**src/rtl/writeback_queue.sv**
```systemverilog
// Register-file write front end: two producers feed an in-order FIFO that drains
// one entry per cycle, with youngest-match forwarding of pending values to rs1/rs2.
module writeback_queue #(
  parameter int XLEN  = 32,
  parameter int DEPTH = 4,
  parameter int AW    = 5
) (
  input  logic                     clk,
  input  logic                     reset,
  input  logic                     a_valid,
  input  logic [AW-1:0]            a_rd,
  input  logic [XLEN-1:0]          a_data,
  output logic                     a_ready,
  input  logic                     b_valid,
  input  logic [AW-1:0]            b_rd,
  input  logic [XLEN-1:0]          b_data,
  output logic                     b_ready,
  input  logic                     wb_stall,
  output logic                     wb_enable,
  output logic [AW-1:0]            wb_rd,
  output logic [XLEN-1:0]          wb_data,
  input  logic [AW-1:0]            rs1,
  input  logic [AW-1:0]            rs2,
  output logic                     fwd1_hit,
  output logic                     fwd2_hit,
  output logic [XLEN-1:0]          fwd1_data,
  output logic [XLEN-1:0]          fwd2_data,
  output logic [$clog2(DEPTH):0]   count,
  output logic                     full,
  output logic                     empty
);

  localparam int PW = $clog2(DEPTH);
  localparam int CW = PW + 1;

  logic [AW-1:0]   r_rd   [DEPTH];
  logic [XLEN-1:0] r_data [DEPTH];
  logic [DEPTH-1:0] r_valid;
  logic [PW-1:0]   r_wr_ptr;
  logic [PW-1:0]   r_rd_ptr;
  logic [CW-1:0]   r_count;

  logic [CW-1:0]   w_free;
  logic            w_empty;
  logic            w_a_store;
  logic            w_b_store;
  logic            w_drain;
  logic [PW-1:0]   w_b_slot;
  logic [PW-1:0]   w_fwd_idx;

  // Ready looks only at registered occupancy; an rd==0 request still claims its slot here.
  assign w_free  = CW'(DEPTH) - r_count;
  assign a_ready = (w_free >= CW'(1));
  assign b_ready = (w_free >= CW'(2)) || ((w_free == CW'(1)) && !a_valid);

  assign w_a_store = a_valid && a_ready && (a_rd != {AW{1'b0}});
  assign w_b_store = b_valid && b_ready && (b_rd != {AW{1'b0}});
  assign w_b_slot  = r_wr_ptr + PW'(w_a_store);

  assign w_empty   = (r_count == {CW{1'b0}});
  assign w_drain   = !w_empty && !wb_stall;

  assign wb_enable = w_drain;
  assign wb_rd     = w_empty ? {AW{1'b0}}   : r_rd[r_rd_ptr];
  assign wb_data   = w_empty ? {XLEN{1'b0}} : r_data[r_rd_ptr];

  assign count = r_count;
  assign full  = (r_count == CW'(DEPTH));
  assign empty = w_empty;

  // FIFO storage, pointers and occupancy; reset discards everything in flight.
  always_ff @(posedge clk) begin
    if (!reset) begin
      r_wr_ptr <= {PW{1'b0}};
      r_rd_ptr <= {PW{1'b0}};
      r_count  <= {CW{1'b0}};
      r_valid  <= {DEPTH{1'b0}};
    end else begin
      if (w_drain) begin
        r_valid[r_rd_ptr] <= 1'b0;
      end
      if (w_a_store) begin
        r_rd[r_wr_ptr]    <= a_rd;
        r_data[r_wr_ptr]  <= a_data;
        r_valid[r_wr_ptr] <= 1'b1;
      end
      if (w_b_store) begin
        r_rd[w_b_slot]    <= b_rd;
        r_data[w_b_slot]  <= b_data;
        r_valid[w_b_slot] <= 1'b1;
      end
      r_wr_ptr <= r_wr_ptr + PW'(w_a_store) + PW'(w_b_store);
      r_rd_ptr <= r_rd_ptr + PW'(w_drain);
      r_count  <= r_count + CW'(w_a_store) + CW'(w_b_store) - CW'(w_drain);
    end
  end

  // Forwarding scan runs oldest to youngest so the last match is the youngest value.
  always_comb begin
    fwd1_hit  = 1'b0;
    fwd2_hit  = 1'b0;
    fwd1_data = {XLEN{1'b0}};
    fwd2_data = {XLEN{1'b0}};
    w_fwd_idx = {PW{1'b0}};
    for (int i = 0; i < DEPTH; i++) begin
      w_fwd_idx = r_rd_ptr + PW'(i);
      if (r_valid[w_fwd_idx] && (rs1 != {AW{1'b0}}) && (r_rd[w_fwd_idx] == rs1)) begin
        fwd1_hit  = 1'b1;
        fwd1_data = r_data[w_fwd_idx];
      end else begin
        fwd1_hit  = fwd1_hit;
      end
      if (r_valid[w_fwd_idx] && (rs2 != {AW{1'b0}}) && (r_rd[w_fwd_idx] == rs2)) begin
        fwd2_hit  = 1'b1;
        fwd2_data = r_data[w_fwd_idx];
      end else begin
        fwd2_hit  = fwd2_hit;
      end
    end
  end

endmodule

```
**config.mk**
```make
export PLATFORM = sky130hd
export DESIGN_NAME = writeback_queue
export DESIGN_NICKNAME = d
export VERILOG_FILES = /design/src/rtl/writeback_queue.sv
export SDC_FILE = /design/constraint.sdc
export NUM_CORES = 1
export LEC_CHECK = 0
export CAP_MARGIN = 20
export CORE_ASPECT_RATIO = 2
export CORE_MARGIN = 2
export CORE_UTILIZATION = 51
export CTS_BUF_LIST = sky130_fd_sc_hd__clkbuf_16
export CTS_CLUSTER_DIAMETER = 80
export DETAILED_ROUTE_END_ITERATION = 7
export PLACE_DENSITY = 0.76
export SYNTH_ARGS = -nofsm -noshare
export SYNTH_HDL_FRONTEND = slang
export SYNTH_SLANG_ARGS = --single-unit
```
**constraint.sdc**
```tcl
create_clock -name clk -period 7.2 [get_ports clk]
set_input_delay 1.44 -clock clk [delete_from_list [all_inputs] [get_ports clk]]
set_output_delay 1.44 -clock clk [all_outputs]
set_load 0.02 [all_outputs]
```
==> metrics.md <==
| Metric | Value |
|---|---|
| Post-layout min period | approximately 6.7 ns |
| Final setup margin | 0.5441 ns |
| Iter 0 DRT Violations | a little under 900 |
| Worst reg2reg setup slack | roughly 3.4 ns |
| Buf/Inv on CP | 5 |
| RSZ-0062 raised after global routing | no |
| Hold crit path type | flip-flop to flip-flop |
| Stages on worst setup path | 11 |
| Worst reg2reg endpoint | r_data[0][14] |
| Nature of the critical path endpoint | primary output |
| Met2 routed WL | 23110 um |
| Max-cap violations | 0 |
| Max-slew violations | 0 |
| Die Y | about 240 um |
| Reg-to-Reg Start | count[1] |
| Worst setup path end | fwd1_data[23] |
| Ys Warns | 0 |
| Top FF cell, synth | edfxtp_1 |
| Full die area | roughly 0.028 mm2 |
| Max Buffers Root-to-Sink | 2 |
| Reg2reg path depth | 11 |
| CP max stage delay | 0.69 ns |
| Worst-path cell chain | inv_1 -> ha_4 -> buf_4 -> mux4_1 -> or3b_1 -> buf_4 -> or2_2 -> buf_4 -> a211oi_1 -> o31ai_1 -> clkdlybuf4s50_1 |
| Clk sink count | about 160 |
| Antenna viol nets, final | 0 |
| Root Buffer | clkbuf_16 |
| Initial DRT Pass Iterations | 5 |
| Pwr/cell area | between 300 and 400 mW/mm2 |
| Synth top area share | 32.50% |
| Mapped Avg Cell Area | between 10 and 15 um2 |
| Yosys reg bits | between 150 and 200 |
| RePlAce Congestion | approximately 0.9 |
| Setup crit start kind | flip-flop |
| Total gr overflow | 0 |
| First-pass GRT wire length | 63830 um |
| Post-Syn Instances | around 1.1k |
| Synthesized area | approximately 0.014 mm2 |
| H-tree Lvls | 4 |
| Fin area | 0.01649 mm2 |
| Reg clk slew, reported paths | approximately 0.060 ns |
| Routed WL per cell | ~27 um |
| Starting Density | 51.83% |
| Die Width | around 120 um |
| Setup-failing EPs final | 0 |
| Crit path required time | around 5.8 ns |
| Top-Level Pins | 200 |
| EDFF count, synth | approximately 150 |
| CTS tree | done |
| Leading area contributor after synthesis | edfxtp_1 |
| Pleak | 5.109 nW |
| Share of cells above drive strength 1 | about a third |
| Largest net degree at the start of global routing | about 160 |
| Crit. Startpoint | r_rd_ptr[0] |
| Site Rows | 84 |
| Antenna violations before repair | 4 |
| Status | finished clean |
| CTS buffer count | 17 |
| Skew-Pair Late Insertion Delay | 0.44 ns |
| Vias in the first global route | 11.23k |
| WL met3 | between 3000 and 4000 um |
| Area contributors post-synth | edfxtp_1 (33%), mux4_2 (23%), mux2_2 (12%), mux4_1 (2.5%), nand2_1 (2.4%) |
| Worst VDD drop | between 0.4 and 0.5 mV |
| Async SR Flop Fraction | 0% |
| Slew @ Worst Pin | between 1 and 1.5 ns |
| WS Path Type | flip-flop to primary output |
| Syn-to-layout area delta | 20.57% |
| Count of final hold-check violations | 0 |
| Post-CTS Resized | 0 |
| Core Util, Final | a little over three fifths |
| Critical Path Slowest Stage Cell | clkdlybuf4s50_1 |
| Mapped Nets | ~1.2k |
| Sequential area share after synthesis | 34.11% |
| Relative slew slack | roughly a quarter |
| Total GRT Usage | a little under a third |
| Vias | 10.94k |
| Place WS | between 0.8 and 0.9 ns |
| Critical Path AT | around 5.2 ns |
| IO buf count | around 200 |
| TNS Setup | 0 ns |
| Uppermost layer routed | met5 |
| Post-DP HPWL | 27560 um |
| Postcts setup bufs | 0 |
| Placeable Area | between 0.02 and 0.03 mm2 |
| Critical path peak fanout | 28 |
| DP Area | between 0.015 and 0.02 mm2 |
| Nets@finish | 1308 |
| Cell family with most CP delay | buffers and inverters |
| Synth unique cells | 55 |
| Critical Path Most Common Cell | buf_4 |
| Highest Clock Rate | roughly 150 MHz |
| Vias per inst | roughly 7.0 |
| CTS hold repair buffers | 0 |
| DRC Markers | 0 |
| Synth top cells by count | edfxtp_1 (148), mux2_2 (148), mux4_2 (139) |
| Final period utilization | between 90% and 100% |
| Post-Route WL | approximately 43000 um |
| Setup Skew | just under 0.007 ns |
| Post-Route M1 WL | 13760 um |
[cell families after synthesis]
family / Yosys count / synth area share (%)
DFF: 159 / 34.11
muxes: 324 / 39.34
and+or+nand+nor: 280 / 10.44
buffers and inverters: 116 / 4.045
xor gates and xnor gates: 44 / 2.818
AOI/OAI and AO/OA: 128 / 7.760
adders and majority gates: 15 / 1.482
[area by class of cell]
type                    count  area, um2
well taps                 344      430.4
multi-input cells         791       8541
flip-flops and latches    159       4672
fillers                  2026       9894
repair buffers            224       2212
clock buffers              17      425.4
diodes                      4      10.01
inverters                  11      41.29
clock inverters            15      153.9
[stage by stage]
stage | hold WS (ns) | cells | power [W]
floorplan | 0.4855 | 1066 | 0.003764
finish | 0.5278 | 1565 | 0.005733
CTS | 0.5300 | 1560 | 0.005720
detailed placement | 0.5202 | 1528 | 0.004816
global placement | 0.5087 | 1528 | 0.004748
global route | 0.5698 | 1564 | 0.005987
[where the power goes]
group	switching, W	leakage (nW)	total, W	internal, W
clock	0.000371	0.293	0.000908	0.000537
combinational	0.00179	3.37	0.00341	0.00162
sequential	0.000154	1.44	0.00142	0.00127
total	0.00231	5.11	0.00573	0.00342
[worst min-delay path, cell delays in order, from the launching register on]
cell	delay, ns
dfxtp_1	0.34
nand3_1	0.07
nand3_1	0.07
[flip-flops by register name (all words and copies together) (netlist names)]
register	flops
r_data	128
r_rd	20
r_valid	4
count	3
r_rd_ptr	2
r_wr_ptr	2
[worst min-delay path by stage]
| stage | startpoint | end | cells past startpoint |
|---|---|---|---|
| 3_5_place_dp | r_valid[3] | r_valid[3] | 2 |
| 5_1_grt | r_valid[3] | r_valid[3] | 2 |
| 6_report | r_valid[3] | r_valid[3] | 2 |
| 3_3_place_gp | r_valid[3] | r_valid[3] | 2 |
| 2_1_floorplan | r_valid[3] | r_valid[3] | 2 |
| 4_1_cts | r_valid[3] | r_valid[3] | 2 |
[placed cells by master (no fill, tap or decap), drive strengths merged, types with 17 or more instances in the layout]
cell	n
clkdlybuf4s50	199
mux4	152
mux2	148
edfxtp	148
nand2	86
nor2b	38
nor2	36
nand3	36
a211oi	35
xnor2	34
o31ai	31
nor3	28
o211ai	26
buf	25
mux2i	24
nor3b	17
clkbuf	17
[routing by layer]
layer	vias to the layer above	global-route usage [%]
met5	-	0
met4	2	18.22
met3	180	5.475
met2	678	54.51
met1	5499	32.47
li1	4576	-
(Power assumes the default switching activity.)
